## src/rtl/ib_fetch_ctrl.sv

```systemverilog
// ib_fetch_ctrl -- instruction-buffer fetch flow controller.
//
// Issues fetch-block requests only when the instruction buffer is certain to
// have room for a whole block, and tracks in-flight requests with a credit
// counter. Fetch responses drive the buffer push count. Responses belonging
// to requests issued before a flush/redirect are discarded.
//
// Ports:
//   clk, rst          clock, synchronous active-high reset
//   flush             redirect; the buffer is cleared in the same cycle
//   redirect_pc       new fetch PC, qualified by flush
//   pop_op            decode pops: 00 none, 01 one, 11 two, 10 none
//   req_valid/ready   fetch request handshake, req_pc = fetch block PC
//   resp_valid        fetch response (in request order), resp_count valid insts
//   push_num          instructions pushed into the buffer this cycle
//   ctrl_busy         controller has left IDLE
//   perf_stall_cnt    RUN cycles stalled on credits (optional)
//   perf_drop_cnt     stale responses discarded (optional)
//
// Configuration macro: IBCTRL_PERF_EN builds the two performance counters;
// without it both counter outputs are tied to zero.

module ib_fetch_ctrl #(
    parameter int IB_DEPTH        = 16,
    parameter int IB_DEPTH_LOG2   = 4,
    parameter int FETCH_WIDTH     = 4,
    parameter int MAX_OUTSTANDING = 2
) (
    input  logic        clk,
    input  logic        rst,
    input  logic        flush,
    input  logic [31:0] redirect_pc,
    input  logic [1:0]  pop_op,
    output logic        req_valid,
    input  logic        req_ready,
    output logic [31:0] req_pc,
    input  logic        resp_valid,
    input  logic [2:0]  resp_count,
    output logic [2:0]  push_num,
    output logic        ctrl_busy,
    output logic [31:0] perf_stall_cnt,
    output logic [31:0] perf_drop_cnt
);

    localparam int CW = IB_DEPTH_LOG2 + 1;  // credits span 0..IB_DEPTH
    localparam int SW = CW + 2;             // headroom for the summed adjustments

    localparam logic [CW-1:0] CRED_FULL  = CW'(IB_DEPTH);
    localparam logic [CW-1:0] CRED_BLOCK = CW'(FETCH_WIDTH);
    localparam logic [1:0]    OUT_MAX    = 2'(MAX_OUTSTANDING);

    typedef enum logic [1:0] {
        ST_IDLE  = 2'd0,
        ST_RUN   = 2'd1,
        ST_DRAIN = 2'd2
    } state_t;

    state_t          state_q;
    logic [CW-1:0]   credits_q, credits_d;
    logic [1:0]      outstanding_q, outstanding_d;
    logic [1:0]      drop_cnt_q, drop_cnt_d;
    logic [31:0]     pc_q, pc_block_d;

    logic            req_fire;
    logic            resp_take;
    logic [1:0]      pop_credit;
    logic [1:0]      stale;
    logic [SW-1:0]   cred_sum;

    always_comb begin
        req_valid = (state_q == ST_RUN) && (credits_q >= CRED_BLOCK)
                    && (outstanding_q < OUT_MAX) && !flush;
        req_fire  = req_valid && req_ready;

        // A response is only accepted for a live request; a response with
        // nothing outstanding is a protocol error and is ignored.
        resp_take = (state_q == ST_RUN) && resp_valid && !flush
                    && (drop_cnt_q == 2'd0) && (outstanding_q != 2'd0);
        push_num  = resp_take ? resp_count : 3'd0;

        case (pop_op)
            2'b01:   pop_credit = 2'd1;
            2'b11:   pop_credit = 2'd2;
            default: pop_credit = 2'd0;
        endcase

        // All credit movements of one cycle are summed. A short response
        // returns the unused part of its block reservation right away.
        cred_sum = SW'(credits_q) + SW'(pop_credit);
        if (resp_take)
            cred_sum = cred_sum + SW'(FETCH_WIDTH) - SW'(resp_count);
        if (req_fire)
            cred_sum = cred_sum - SW'(FETCH_WIDTH);
        // Pops from an already-empty buffer must not push credits past full.
        credits_d = (cred_sum > SW'(IB_DEPTH)) ? CRED_FULL : cred_sum[CW-1:0];

        outstanding_d = outstanding_q + {1'b0, req_fire} - {1'b0, resp_take};

        // Outstanding is zero while draining and drop_cnt is zero while
        // running, so their sum is simply the count of stale requests.
        stale      = outstanding_q + drop_cnt_q;
        drop_cnt_d = (resp_valid && (stale != 2'd0)) ? stale - 2'd1 : stale;

        // Next block is the following 16-byte aligned address.
        pc_block_d = {pc_q[31:4] + 28'd1, 4'b0000};
    end

    always_ff @(posedge clk) begin
        if (rst) begin
            state_q       <= ST_IDLE;
            credits_q     <= CRED_FULL;
            outstanding_q <= 2'd0;
            drop_cnt_q    <= 2'd0;
            pc_q          <= 32'd0;
        end else if (flush) begin
            state_q       <= (drop_cnt_d != 2'd0) ? ST_DRAIN : ST_RUN;
            credits_q     <= CRED_FULL;
            outstanding_q <= 2'd0;
            drop_cnt_q    <= drop_cnt_d;
            pc_q          <= redirect_pc;
        end else begin
            case (state_q)
                ST_RUN: begin
                    credits_q     <= credits_d;
                    outstanding_q <= outstanding_d;
                    if (req_fire)
                        pc_q <= pc_block_d;
                end
                ST_DRAIN: begin
                    credits_q <= credits_d;
                    if (resp_valid && (drop_cnt_q != 2'd0)) begin
                        drop_cnt_q <= drop_cnt_q - 2'd1;
                        if (drop_cnt_q == 2'd1)
                            state_q <= ST_RUN;
                    end
                end
                default: ;
            endcase
        end
    end

    assign req_pc    = pc_q;
    assign ctrl_busy = (state_q != ST_IDLE);

`ifdef IBCTRL_PERF_EN
    logic [31:0] stall_cnt_q;
    logic [31:0] drop_resp_cnt_q;

    always_ff @(posedge clk) begin
        if (rst) begin
            stall_cnt_q     <= 32'd0;
            drop_resp_cnt_q <= 32'd0;
        end else begin
            if ((state_q == ST_RUN) && !flush && (credits_q < CRED_BLOCK))
                stall_cnt_q <= stall_cnt_q + 32'd1;
            if (resp_valid && (flush || (state_q == ST_DRAIN)))
                drop_resp_cnt_q <= drop_resp_cnt_q + 32'd1;
        end
    end

    assign perf_stall_cnt = stall_cnt_q;
    assign perf_drop_cnt  = drop_resp_cnt_q;
`else
    assign perf_stall_cnt = 32'd0;
    assign perf_drop_cnt  = 32'd0;
`endif

endmodule

```

## config.mk

```make
export PLATFORM = sky130hd
export DESIGN_NAME = ib_fetch_ctrl
export DESIGN_NICKNAME = d
export VERILOG_FILES = /design/src/rtl/ib_fetch_ctrl.sv
export SDC_FILE = /design/constraint.sdc
export NUM_CORES = 1
export LEC_CHECK = 0
export ABC_CLOCK_PERIOD_IN_PS = 5270
export BUFFER_PORTS_ARGS = -buffer_cell sky130_fd_sc_hd__buf_2
export CAP_MARGIN = 20
export CORE_UTILIZATION = 30
export DETAILED_ROUTE_END_ITERATION = 10
export PLACE_DENSITY = 0.5
export SLEW_MARGIN = 20
export SYNTH_ARGS = -nofsm -noshare
export SYNTH_HDL_FRONTEND = slang
export SYNTH_SLANG_ARGS = --single-unit
```

## constraint.sdc

```tcl
create_clock -name clk -period 5.27 [get_ports clk]
set_clock_uncertainty 0.05 [all_clocks]
set_input_delay 1.054 -clock clk [delete_from_list [all_inputs] [get_ports clk]]
set_output_delay 1.054 -clock clk [all_outputs]
set_load 0.05 [all_outputs]
```

=== After elaboration in Yosys (flattened, before gate mapping) ===
Index checks and enable logic that the tools add are counted.
Widths: inputs -> output; s select.

* Add/sub/neg operators: 10
* $lt $le $gt $ge: 3
* Equality and inequality tests: 5
* Multiplexer cells: 17
* Reduce and logical (&&, ||, !) cells: 27

{| class="wikitable"
|+ Operators with widths
! operator !! number
|-
| $mux 32 || 3
|-
| $add 28x1->28 const B || 1
|-
| $reduce_bool 2->1 || 10
|-
| $mux 2 || 9
|-
| $mux 7 || 2
|-
| $logic_and 1x1->1 || 10
|-
| $add 6x3->7 const B || 1
|-
| $gt 7x5->1 const B || 1
|-
| $sub 7x3->7 || 1
|-
| $sub 7x3->7 const B || 1
|-
| $add 5x2->6 || 1
|-
| $eq 2x1->1 const B || 3
|-
| $ge 5x3->1 const B || 1
|-
| $mux 5 || 1
|-
| $eq 2x2->1 const B || 2
|-
| $pmux 2 s2 || 1
|-
| $reduce_and 2->1 || 2
|-
| $reduce_or 2->1 || 2
|-
| $sub 2x1->2 const B || 2
|-
| $mux 3 || 1
|-
| $reduce_and 3->1 || 1
|-
| $add 2x1->2 || 1
|-
| $add 2x2->2 || 1
|-
| $logic_not 2->1 || 1
|-
| 3 further kinds || 3
|}

* Register bits after elaboration: 43
* Input port bits: 42
* Output and inout port bits: 101
* Logic and storage cells: 67

=== Logic depth before layout (Yosys ltp) ===
Gate-level depths: netlist of the first run.

* Depth after elaboration: 10
* Gate-level depth with buffers: 16
* Depth with buffers taken out: 16

=== Worst setup path after synthesis of the first run ===
No wires, ideal clock.

* Path kind: input -> register
* Start: input port flush
* End: register outstanding_q[1]
* Setup time: 131 ps
* Data arrival time: 4344 ps
* Data required time: 5089 ps
* Setup slack: 745 ps
* Cell stages on the path: 12
* Path buffers: 2
* Cells stage by stage: nor4b_1 -> and2_1 -> buf_2 -> inv_2 -> clkbuf_1 -> ha_1 -> inv_1 -> ha_1 -> xor2_1 -> nand2_1 -> xor2_1 -> nor3_1

* Longest elaborated chain between the ends: 5
* Elaborated cells on any way between the ends: 9
* Those cells by class: add/sub: 2; reduce/logical: 7

{| class="wikitable"
|+ RTL lines
! what !! line !! source
|-
| from (decl) || 31 || <nowiki>input logic flush,</nowiki>
|-
| $logic_not 1->1 || 72, 77 ||
|-
| $logic_and 1x1->1 (on tied branches) || 72, 77 ||
|-
| $logic_and 1x1->1 (on tied branches) || 73, 78 ||
|-
| $add 2x1->2 or $logic_and 1x1->1 (tied branches) || 97, 78 ||
|-
| $sub 2x1->2 || 97 || <nowiki>outstanding_d = outstanding_q + {1'b0, req_fire} - {1'b0, resp_take};</nowiki>
|-
| to (signal assigned) || 125 || <nowiki>outstanding_q <= outstanding_d;</nowiki>
|-
| to (decl) || 60 || <nowiki>logic [1:0] outstanding_q, outstanding_d;</nowiki>
|}

Several ways; a longest one is shown, not always the timed one.
A chain may end at the register's enable or synchronous reset.

=== Final worst setup path of the first run ===
* Start: input port pop_op[0]
* End: register credits_q[1]

* Longest elaborated chain between the ends: 10
* Elaborated cells on any way between the ends: 11
* Those cells by class: add/sub: 4; order compare: 1; eq/ne: 2; mux: 4

{| class="wikitable"
|+ RTL lines
! what !! line !! source
|-
| from (decl) || 33 || <nowiki>input logic [1:0] pop_op,</nowiki>
|-
| $eq 2x2->1 or $eq 2x1->1 (tied branches) || 81 || <nowiki>case (pop_op)</nowiki>
|-
| $pmux 2 s2 (*) || 81 ||
|-
| $add 5x2->6 (*) || 89 || <nowiki>cred_sum = SW'(credits_q) + SW'(pop_credit);</nowiki>
|-
| $add 6x3->7 || 91 || <nowiki>cred_sum = cred_sum + SW'(FETCH_WIDTH) - SW'(resp_count);</nowiki>
|-
| $sub 7x3->7 || 91 ||
|-
| $mux 7 (*) || 90 || <nowiki>if (resp_take)</nowiki>
|-
| $sub 7x3->7 || 93 || <nowiki>cred_sum = cred_sum - SW'(FETCH_WIDTH);</nowiki>
|-
| $mux 7 (*) || 92 || <nowiki>if (req_fire)</nowiki>
|-
| $gt 7x5->1 || 95 || <nowiki>credits_d = (cred_sum > SW'(IB_DEPTH)) ? CRED_FULL : cred_sum[CW-1:0];</nowiki>
|-
| $mux 5 (*) || 95 ||
|-
| to (signal assigned) || 124 || <nowiki>credits_q <= credits_d;</nowiki>
|-
| to (signal assigned) || 130 || <nowiki>credits_q <= credits_d;</nowiki>
|-
| to (decl) || 59 || <nowiki>logic [CW-1:0] credits_q, credits_d;</nowiki>
|}

Every way passes the cells marked *; elsewhere a longest branch is shown, timed or not.

==> summary.md, run 1 <==
| Metric | Value |
|---|---|
| HP Class | `register to register` |
| DRT iter0 DRCs | `around 180` |
| Setup_tns | `0 ns` |
| Dpl hpwl | `6386 um` |
| Post-synth EDFFs | `0` |
| Worst Setup EP | `credits_q[1]` |
| Routed wire length | `roughly 8600 um` |
| Design area | `3904 sq um` |
| Area growth, synth to finish | `12.43%` |
| Core box area | `around 11000 sq um` |
| Worst path slowest cell | `fa_1` |
| Max-Cap Viols | `0` |
| Seq/Total Area, Yosys | `0.2479` |
| Initial antenna violation count | `0` |
| Worst setup startpoint | `pop_op[0]` |
| Vias | `3129` |
| Peak VDD IR | `around 0.00011 V` |
| Ys flop type | `dfxtp_1` |
| Largest net degree at the start of global routing | `42` |
| Placer Congestion | `~0.80` |
| Number of global-route vias before repair | `2799` |
| R2r startpoint | `credits_q[0]` |
| Fin Hold WS | `around 0.45 ns` |
| Antenna-violating nets left | `0` |
| DP Area | `~3700 sq um` |
| Die footprint | `about 12000 sq um` |
| Period minus WS final | `slightly above 4 ns` |
| Most frequent cells in the layout | `buf_2 (78), nor2_1 (67), conb_1 (64), dfxtp_1 (43), a21oi_1 (34)` |
| Port Buffer Count | `approximately 80` |
| Final Hold Viols | `0` |
| Post CTS Setup Buffer Count | `0` |
| Worst-case reg-to-reg path depth | `13` |
| Post-DR vias/cell | `between 4 and 5` |
| Clk_lat worst skew | `around 0.28 ns` |
| Clk sink count | `43` |
| Cell Rows | `38` |
| Mapped Cells | `452` |
| Clk buf depth | `2` |
| Yosys Warn Count | `0` |
| Lkg Pwr | `1.796 nW` |
| Pwr dens | `246.4 nW/um^2` |
| DR WL/cell | `around 13 um` |
| I/O pins | `between 100 and 150` |
| CTS clk-pin slew, worst paths | `about 0.060 ns` |
| First drt pass iteration count | `5` |
| Reg2reg setup slack | `between 1.5 and 2 ns` |
| Post-CTS sizing | `0` |
| H-tree levels | `2` |
| Max incr delay on CP | `~0.47 ns` |
| WS Path Type | `input port to register` |
| Root Driver | `clkbuf_16` |
| Final nets | `roughly 590` |
| Flops & latches, synth | `between 40 and 50` |
| Die height | `109.6 um` |
| Reg-to-Reg End | `credits_q[1]` |
| Cts-stage hold buffer count | `0` |
| Total CTS buffers | `5` |
| Cell breakdown of the critical path | `buf_2 -> nor2b_1 -> ha_1 -> fa_1 -> ha_1 -> ha_1 -> inv_1 -> fa_1 -> and3_1 -> o21ai_0 -> o21ai_0 -> nor3_1 -> nand4b_1 -> nand3_2 -> a32o_1` |
| CP endpoint kind | `register` |
| Final Slew Violations | `0` |
| Initial Util | `0.3134` |
| Slew Limit Headroom | `0.4548` |
| Unrepaired setup endpoints after global routing | `false` |
| ANT cells | `0` |
| Worst-Margin Slew | `around 0.8 ns` |
| Library cells used by synthesis | `51` |
| CTS tree | `built` |
| Fmax | `0.2469 GHz` |
| Outcome | `finished clean` |
| Total track usage | `0.1447` |
| First-pass GRT wire length | `between 10000 and 15000 um` |
| Async S/R FF share, synth | `0` |
| CP startpoint kind | `input port` |
| Share of cells above drive strength 1 | `0.1893` |
| Worst Path Required | `roughly 5.4 ns` |
| Syn Area/Cell | `around 7.7 sq um` |
| Remaining Overflow, GRT | `0` |
| Drt drc | `0` |
| DIE WIDTH | `~110 um` |
| Crit-path max FO | `5` |
| Most common cell after layout, fill and taps aside | `buf_2` |
| Final setup fails | `0` |
| Most used cell, CP | `ha_1` |
| Fin crit share | `0.7686` |
| Post-Synthesis Cell Area | `3472 sq um` |
| WP data arrival | `between 4 and 5 ns` |
-- layer usage --
layer  vias to the layer above  global-route usage  routed length, um
met5                         -                   0                  0
met1                      1419              0.1838               3885
met2                       121              0.2435               3965
met3                        10             0.03260                623
met4                         0             0.04286                 81
li1                       1579                   -                  -
-- cell families after synthesis --
group                      share of synthesized area
and+or+nand+nor                               0.2259
muxes                                        0.02631
AOI/OAI and AO/OA                             0.1708
xor gates and xnor gates                     0.05766
adders and majority gates                    0.08721
other                                       0.001080
buffers and inverters                         0.1831
DFF                                           0.2479
-- worst max-delay path: cells and delay by family --
kind / cells / cell delay (ns)
fa+ha+maj: 5 / 1.58
buf+inv: 2 / 0.16
simple gates: 5 / 0.90
compound gates: 3 / 0.48
-- registers in the layout, indices dropped and copies added (netlist names) --
name,cells
outstanding_q,2
credits_q,5
req_pc,32
state_q,2
drop_cnt_q,2
-- Yosys cell counts, types with 3 or more instances --
| cell type | n | area share |
|---|---|---|
| nor4_1 | 4 | 0.0072 |
| xor2_1 | 9 | 0.023 |
| dfxtp_1 | 43 | 0.25 |
| o21ai_1 | 15 | 0.022 |
| nand2b_1 | 3 | 0.0054 |
| a221oi_1 | 4 | 0.010 |
| nor2_1 | 67 | 0.072 |
| xnor2_1 | 12 | 0.030 |
| and2_1 | 4 | 0.0072 |
| clkbuf_1 | 12 | 0.013 |
| o21ai_0 | 4 | 0.0058 |
| a22oi_1 | 5 | 0.011 |
| a211oi_1 | 4 | 0.0086 |
| mux2i_1 | 8 | 0.023 |
| a21oi_1 | 34 | 0.049 |
| buf_4 | 64 | 0.14 |
| a32o_1 | 4 | 0.012 |
| nor3_1 | 9 | 0.013 |
| nand2_1 | 29 | 0.031 |
| a31oi_1 | 4 | 0.0072 |
| nand4_1 | 8 | 0.014 |
| a222oi_1 | 3 | 0.0086 |
| inv_1 | 22 | 0.024 |
| buf_2 | 4 | 0.0058 |
| and3_1 | 9 | 0.016 |
| nand3_1 | 10 | 0.014 |
| nor2b_1 | 5 | 0.0090 |
| ha_1 | 21 | 0.076 |
-- cell type report --
type                    count  area [sq um]
fillers                  1202          7174
multi-input cells         368          2212
flip-flops and latches     43         860.8
repair buffers             81         412.9
well taps                 140         175.2
clock buffers               8         156.4
inverters                  23         86.33
-- through the flow --
step / worst slack (ns) / util / total power [mW] / instances
detailed placement: 0.9180 / 0.3383 / 0.6426 / 655
global route: 0.9768 / 0.3524 / 1.009 / 663
CTS: 1.212 / 0.3524 / 0.9733 / 663
finish: 1.220 / 0.3524 / 0.9617 / 663
global placement: 1.027 / 0.3383 / 0.6402 / 655
floorplan: 0.7448 / - / 0.6261 / 515
-- how the worst min path moves through the flow --
stage	start	end	cells after the start	slack (ns)
2_1_floorplan	credits_q[0]	credits_q[0]	1	0.40
3_3_place_gp	credits_q[0]	credits_q[0]	1	0.44
3_5_place_dp	credits_q[0]	credits_q[0]	1	0.45
4_1_cts	credits_q[0]	credits_q[0]	1	0.46
5_1_grt	req_pc[24]	req_pc[24]	2	0.49
6_report	credits_q[0]	credits_q[0]	1	0.45
-- where the power goes --
part | internal, mW | leakage [nW] | switching [mW]
Combinational | 0.0553 | 1.37 | 0.220
Sequential | 0.341 | 0.353 | 0.0185
Clock | 0.202 | 0.0772 | 0.125
Total | 0.598 | 1.80 | 0.364
No activity file was read; power rests on OpenSTA's default activity.
==> run 2: changes to the inputs <==
--- a/config.mk
+++ b/config.mk
@@ -5,7 +5,7 @@
 export SDC_FILE = /design/constraint.sdc
 export NUM_CORES = 1
 export LEC_CHECK = 0
-export ABC_CLOCK_PERIOD_IN_PS = 5270
+export ABC_CLOCK_PERIOD_IN_PS = 3900
 export BUFFER_PORTS_ARGS = -buffer_cell sky130_fd_sc_hd__buf_2
 export CAP_MARGIN = 20
 export CORE_UTILIZATION = 30
==> constraint.sdc (replaced) <==
create_clock -name clk -period 3.9 [get_ports clk]
set_clock_uncertainty 0.05 [all_clocks]
set_input_delay 0.78 -clock clk [delete_from_list [all_inputs] [get_ports clk]]
set_output_delay 0.78 -clock clk [all_outputs]
set_load 0.05 [all_outputs]
==> run 2 against run 1 <==
Design area increased by 2.5%. Flip-flop and latch count unchanged. Critical path depth unchanged. Final cell count increased by 1.7%. Largest power group unchanged. Largest cell class unchanged. Global-route usage increased by 0.55 points. Worst setup slack got worse by 1.0 ns. Sequential power increased by 35%. Register-to-register slack got worse by 1.3 ns. Die area unchanged. Via count about the same. Routed wire length increased by 2.7%.
==> summary.md, run 2 (synthesis gave the netlist of run 1 again) <==
| Metric | Value |
|---|---|
| Outcome | `finished clean` |
| R2r startpoint | `credits_q[0]` |
| Root Driver | `clkbuf_16` |
| CTS tree | `built` |
| M1 GR Usage | `0.1856 (+0.001765)` |
| Die footprint | `12010 sq um (unchanged)` |
| Clk buf depth | `2 (unchanged)` |
| Drt drc | `0 (unchanged)` |
| Reg-to-Reg End | `credits_q[2]` |
| Pwr dens | `319.9 nW/um^2 (+30%)` |
| Vias | `3128 (-0.032%)` |
| Non-filler cells, final | `674 (+1.7%)` |
| Area growth, synth to finish | `15.21%` |
| Unrepaired setup endpoints after global routing | `false` |
| Max incr delay on CP | `0.48 ns (about the same)` |
| Fmax | `between 0.2 and 0.3 GHz` |
| First drt pass iteration count | `4 (-1)` |
| Reg2reg setup slack | `0.58 ns (-1.29 ns)` |
| Worst-Margin Slew | `0.6371 ns (-0.1807 ns)` |
| Largest net degree at the start of global routing | `58 (+38%)` |
| HP Class | `register to register` |
| Initial antenna violation count | `0 (unchanged)` |
| Global routing met3 resource utilization | `0.03260 (unchanged)` |
| Cell breakdown of the critical path | `buf_2 -> nor2b_1 -> ha_1 -> fa_1 -> xnor2_2 -> ha_1 -> fa_1 -> xor2_1 -> mux2i_1 -> buf_4 -> nor2_1 -> nor2_1 -> o211ai_1 -> nand3_2 -> a32o_1` |
| DIE WIDTH | `109.6 um (unchanged)` |
| Setup_tns | `0 ns (unchanged)` |
| Reg area | `860.8 sq um (unchanged)` |
| Inst Count DP | `667 (+1.8%)` |
| Worst Setup EP | `credits_q[2]` |
| Cell Rows | `38 (unchanged)` |
| CP startpoint kind | `input port` |
| Port Buffer Count | `78 (unchanged)` |
| Total CTS buffers | `5 (unchanged)` |
| Slew Limit Headroom | `0.5747 (+0.1199)` |
| WP buf/inv | `2 (unchanged)` |
| ANT cells | `0 (unchanged)` |
| Worst Path Required | `4.02 ns (-1.37 ns)` |
| DR WL/cell | `13.04 um (+1.0%)` |
| H-tree levels | `2 (unchanged)` |
| Clk sink count | `43 (unchanged)` |
| Dpl hpwl | `6622 um (+3.7%)` |
| DRT iter0 DRCs | `160 (-12%)` |
| Share of cells above drive strength 1 | `0.2135 (+0.02419)` |
| Global route hottest layer | `met2` |
| Multi-input logic area | `2231 sq um (+0.85%)` |
| Final Slew Violations | `0 (unchanged)` |
| Initial Util | `0.3134 (unchanged)` |
| Worst setup startpoint | `pop_op[0]` |
| Peak VDD IR | `0.0001700 V (+56%)` |
| CP delay by family, top | `adder cells` |
| Worst-case reg-to-reg path depth | `13 (unchanged)` |
| First-pass GRT wire length | `14210 um (+3.9%)` |
| WS Path Type | `input port to register` |
| Number of global-route vias before repair | `2976 (+6.3%)` |
| Clk_lat worst skew | `0.28 ns (about the same)` |
| Core box area | `11080 sq um (unchanged)` |
| Period minus WS final | `~3.7 ns` |
| Remaining Overflow, GRT | `0 (unchanged)` |
| CP endpoint kind | `register` |
| Final nets | `599 (+2.0%)` |
| Crit-path max FO | `5 (unchanged)` |
| Die height | `109.6 um (unchanged)` |
| Final Hold Viols | `0 (unchanged)` |
| I/O pins | `143 (unchanged)` |
| WP data arrival | `3.83 ns (-0.34 ns)` |
| Post-DR vias/cell | `4.641 (-1.7%)` |
| Fillcell total | `1208 (+0.50%)` |
| Most common cell after layout, fill and taps aside | `buf_2` |
| Most frequent cells in the layout | `buf_2 (78), nor2_1 (67), conb_1 (64), dfxtp_1 (43), a21oi_1 (34)` |
| Lkg Pwr | `1.856 nW (+3.3%)` |
| Routed wire length | `8789 um (+2.7%)` |
| Post CTS Setup Buffer Count | `0 (unchanged)` |
| CTS clk-pin slew, worst paths | `0.06 ns (about the same)` |
| Placer Congestion | `0.7512 (-5.8%)` |
| Max reg flops | `32 (unchanged)` |
| Worst path slowest cell | `fa_1` |
| M2 GR Usage | `0.2592 (+0.01572)` |
| Final setup fails | `0 (unchanged)` |
| WP depth | `15 (unchanged)` |
| Total track usage | `0.1502 (+0.005543)` |
| Fin crit share | `0.9498` |
| Max-Cap Viols | `0 (unchanged)` |
| Antenna-violating nets left | `0 (unchanged)` |
[run 2: cell count changes in the layout (fill, tap and decap cells not counted)]
cell | before | now
clkbuf_8 | 2 | 1
xnor2_1 | 12 | 11
clkbuf_1 | 1 | 0
buf_4 | 3 | 15
nor3_1 | 9 | 8
nor3_2 | 0 | 1
nor4b_1 | 1 | 0
clkinv_2 | 0 | 1
nor4b_2 | 0 | 1
xnor2_2 | 0 | 1
[run 2: how the worst min path moves through the flow]
stage | from | end | slack [ns] | cells past startpoint
2_1_floorplan | credits_q[0] | credits_q[0] | 0.40 | 1
3_3_place_gp | req_pc[24] | req_pc[24] | 0.44 | 2
3_5_place_dp | credits_q[0] | credits_q[0] | 0.44 | 1
4_1_cts | credits_q[0] | credits_q[0] | 0.45 | 1
5_1_grt | credits_q[0] | credits_q[0] | 0.47 | 1
6_report | credits_q[0] | credits_q[0] | 0.44 | 1
[run 2: where the power goes]
| part | leakage [nW] | total [mW] | internal [mW] | switching [mW] |
|---|---|---|---|---|
| registers | 0.353 | 0.486 | 0.461 | 0.0248 |
| clock network | 0.0727 | 0.417 | 0.250 | 0.167 |
| logic | 1.43 | 0.378 | 0.0788 | 0.299 |
| total | 1.86 | 1.28 | 0.790 | 0.490 |
[run 2: through the flow]
step,instance area [sq um],hold WS [ns],utilization,power [mW],setup WS (ns)
after floorplan,3715,0.3984,-,0.8464,0.1843
after global placement,3844,0.4431,0.3470,0.8700,-0.01877
after detailed placement,3844,0.4365,0.3470,0.8729,-0.1548
after CTS,3988,0.4502,0.3600,1.296,0.1259
after global routing,4000,0.4715,0.3611,1.344,0.02018
final,4000,0.4431,0.3611,1.280,0.1959
[run 2: final cells by class]
class / instances / area share
multi-input cells: 368 / 0.5577
flip-flops and latches: 43 / 0.2152
repair buffers: 93 / 0.1257
well taps: 140 / 0.04379
clock buffers: 6 / 0.03472
inverters: 23 / 0.02158
clock inverters: 1 / 0.001251
[run 2: metal layers]
metal,part of all wire,vias to the layer above
met4,0.0097,0
met1,0.44,1419
li1,-,1594
met2,0.48,107
met3,0.070,8
met5,0,-
[run 2: timing repair]
action / CTS / global route
resized for setup: 0 / 2
setup endpoints to repair: 0 / 5
hold buffers: 0 / 0
==> run 3: changes to the inputs <==
--- a/config.mk
+++ b/config.mk
@@ -6,7 +6,7 @@
 export NUM_CORES = 1
 export LEC_CHECK = 0
 export ABC_CLOCK_PERIOD_IN_PS = 3900
-export BUFFER_PORTS_ARGS = -buffer_cell sky130_fd_sc_hd__buf_2
+export BUFFER_PORTS_ARGS = -buffer_cell sky130_fd_sc_hd__clkbuf_2
 export CAP_MARGIN = 20
 export CORE_UTILIZATION = 30
 export DETAILED_ROUTE_END_ITERATION = 10
==> run 3 against run 2 <==
Count of clock-buffer cells in the layout increased by 2. Worst setup slack improved by 0.017 ns. Power increased by 2.0%. Core utilization unchanged. First-iteration DRC count decreased by 15%. Hold slack improved by 0.00065 ns. Die area unchanged. Critical path type unchanged. Largest power group unchanged. Highest routed layer unchanged.
==> summary.md, run 3 (synthesis gave the netlist of run 1 again) <==
| Metric | Value |
|---|---|
| Clk_lat worst skew | `0.28 ns (about the same)` |
| Clk sink count | `43 (unchanged)` |
| WP buf/inv | `3 (+1)` |
| M2 GR Usage | `0.2430 (-0.01617)` |
| CTS clk-pin slew, worst paths | `0.06 ns (about the same)` |
| Lkg Pwr | `1.837 nW (-1.0%)` |
| R2r startpoint | `credits_q[0]` |
| Pre-CTS setup slack | `-0.09813 ns (+0.05667 ns)` |
| Outcome | `finished clean` |
| Sw Share | `0.3788 (-0.004209)` |
| Max reg flops | `32 (unchanged)` |
| Final Slew Violations | `0 (unchanged)` |
| Max incr delay on CP | `0.46 ns (-0.02 ns)` |
| Design area | `4000 sq um (unchanged)` |
| Remaining Overflow, GRT | `0 (unchanged)` |
| Global route hottest layer | `met2` |
| Internal | `0.8108 mW (+2.7%)` |
| First drt pass iteration count | `4 (unchanged)` |
| Most common cell after layout, fill and taps aside | `clkbuf_2` |
| Fin crit share | `0.9454 (-0.004359)` |
| DRT iter0 DRCs | `136 (-15%)` |
| Final Power | `1.305 mW (+2.0%)` |
| Reg-to-Reg End | `credits_q[4]` |
| Global routing met3 resource utilization | `0.03675 (+0.004149)` |
| CP startpoint kind | `input port` |
| Final worst setup slack | `0.2129 ns (+0.01700 ns)` |
| Initial antenna violation count | `0 (unchanged)` |
| Post-DR vias/cell | `4.630 (-0.24%)` |
| Worst path slowest cell | `fa_1` |
| Placer Congestion | `0.7672 (+2.1%)` |
| Clock power share | `0.340 (+0.015)` |
| Worst hold start | `credits_q[0]` |
| Hold Path End | `credits_q[0]` |
| M1 GR Usage | `0.1880 (+0.002365)` |
| Peak VDD IR | `0.0002034 V (+20%)` |
| Root Driver | `clkbuf_16` |
| Fin util | `0.3611 (unchanged)` |
| DP Area | `3829 sq um (-0.39%)` |
| Crit-path max FO | `5 (unchanged)` |
| Worst-Margin Slew | `0.9602 ns (+0.3231 ns)` |
| Routed wire length | `8630 um (-1.8%)` |
| Antenna-violating nets left | `0 (unchanged)` |
| WP data arrival | `3.79 ns (-0.04 ns)` |
| Non-filler cells, final | `673 (-0.15%)` |
| Register share of total power | `0.373 (-0.006)` |
| Port Buffer Count | `78 (unchanged)` |
| Slew Limit Headroom | `0.3599 (-0.2148)` |
| Clk buf depth | `2 (unchanged)` |
| Setup_tns | `0 ns (unchanged)` |
| Unrepaired setup endpoints after global routing | `false` |
| I/O pins | `143 (unchanged)` |
| Psw | `0.4944 mW (+0.87%)` |
| Inst Count DP | `665 (-0.30%)` |
| Most frequent cells in the layout | `clkbuf_2 (78), nor2_1 (66), conb_1 (64), dfxtp_1 (43), a21oi_1 (34)` |
| CTS tree | `built` |
| Final Hold Viols | `0 (unchanged)` |
| DIE WIDTH | `109.6 um (unchanged)` |
| ANT cells | `0 (unchanged)` |
| Fin Hold WS | `0.4438 ns (+0.0006490 ns)` |
| Cell breakdown of the critical path | `clkbuf_2 -> nor2b_1 -> ha_1 -> fa_1 -> ha_1 -> ha_1 -> inv_1 -> fa_1 -> mux2i_1 -> inv_1 -> ha_1 -> nor2_1 -> nand4b_1 -> nand3_2 -> a41oi_1` |
| Die footprint | `12010 sq um (unchanged)` |
| Max-Cap Viols | `0 (unchanged)` |
| Core box area | `11080 sq um (unchanged)` |
| Area growth, synth to finish | `15.21% (unchanged)` |
| Reg2reg setup slack | `0.59 ns (about the same)` |
| Vias | `3116 (-0.38%)` |
| HP Class | `register to register` |
| Total track usage | `0.1455 (-0.004718)` |
| Die height | `109.6 um (unchanged)` |
| Worst Path Required | `4.00 ns (-0.02 ns)` |
| H-tree levels | `2 (unchanged)` |
| Period minus WS final | `3.687 ns (-0.01700 ns)` |
| Drt drc | `0 (unchanged)` |
| Final setup fails | `0 (unchanged)` |
| Hold Path Depth | `1 (unchanged)` |
| Initial Util | `0.3134 (unchanged)` |
| WS Path Type | `input port to register` |
| Number of global-route vias before repair | `2869 (-3.6%)` |
| CP delay by family, top | `adder cells` |
| Largest net degree at the start of global routing | `57 (-1.7%)` |
| Cell Rows | `38 (unchanged)` |
| Comb pwr share | `0.288 (-0.007)` |
| Worst-case reg-to-reg path depth | `13 (unchanged)` |
| Most used cell, CP | `ha_1` |
| Fmax | `0.2712 GHz (+0.46%)` |
| Post CTS Setup Buffer Count | `0 (unchanged)` |
| Pwr dens | `326.3 nW/um^2 (+2.0%)` |
| CP endpoint kind | `register` |
| Final nets | `597 (-0.33%)` |
| First-pass GRT wire length | `13790 um (-3.0%)` |
| Dpl hpwl | `6397 um (-3.4%)` |
| Total CTS buffers | `5 (unchanged)` |
| DR WL/cell | `12.82 um (-1.7%)` |
| Share of cells above drive strength 1 | `0.2120 (-0.001476)` |
==> run 3: area by class of cell <==
cell class              count  area, sq um
flip-flops and latches     43        860.8
repair buffers             91        488.0
well taps                 140        175.2
multi-input cells         368         2233
inverters                  23        86.33
clock buffers               8        156.4
fillers                  1227         7078
==> run 3: worst reg2reg max path, stage by stage (launching register included) <==
cell and delay [ns]:
dfxtp_1 0.32, ha_1 0.22, fa_1 0.46, ha_1 0.30, ha_1 0.22, inv_1 0.07
fa_1 0.41, mux2i_1 0.29, inv_1 0.10, ha_1 0.23, nor2_1 0.13, nand4b_1 0.14
nand3_2 0.15, a41oi_1 0.11
==> run 3: worst max-delay path by stage <==
stage,cells past startpoint,slack [ns],from,end
3_3_place_gp,14,0.004,pop_op[0],credits_q[0]
6_report,15,0.21,pop_op[0],credits_q[4]
3_5_place_dp,14,-0.1,pop_op[0],credits_q[3]
2_1_floorplan,15,0.18,pop_op[0],credits_q[4]
4_1_cts,15,0.18,pop_op[0],credits_q[3]
5_1_grt,15,0.009,pop_op[0],credits_q[4]
==> run 3: power groups by stage <==
stage | combinational, mW | clock [mW] | sequential [mW]
after floorplan | 0.290 | 0 | 0.556
after global placement | 0.374 | 0 | 0.495
after detailed placement | 0.377 | 0 | 0.495
after CTS | 0.378 | 0.458 | 0.486
after global routing | 0.406 | 0.474 | 0.489
final | 0.376 | 0.443 | 0.486
==> run 3: per-layer routing <==
metal	part of all wire	vias to the layer above	wire length, um
met5	0	-	0
met4	0.0066	0	57
met3	0.057	6	496
met2	0.48	89	4149
met1	0.46	1423	3927
li1	-	1598	-
==> run 3: timing repair <==
action	4_1_cts	5_1_grt
gates resized for setup	0	3
hold buffers	0	0
setup endpoints to repair	0	4
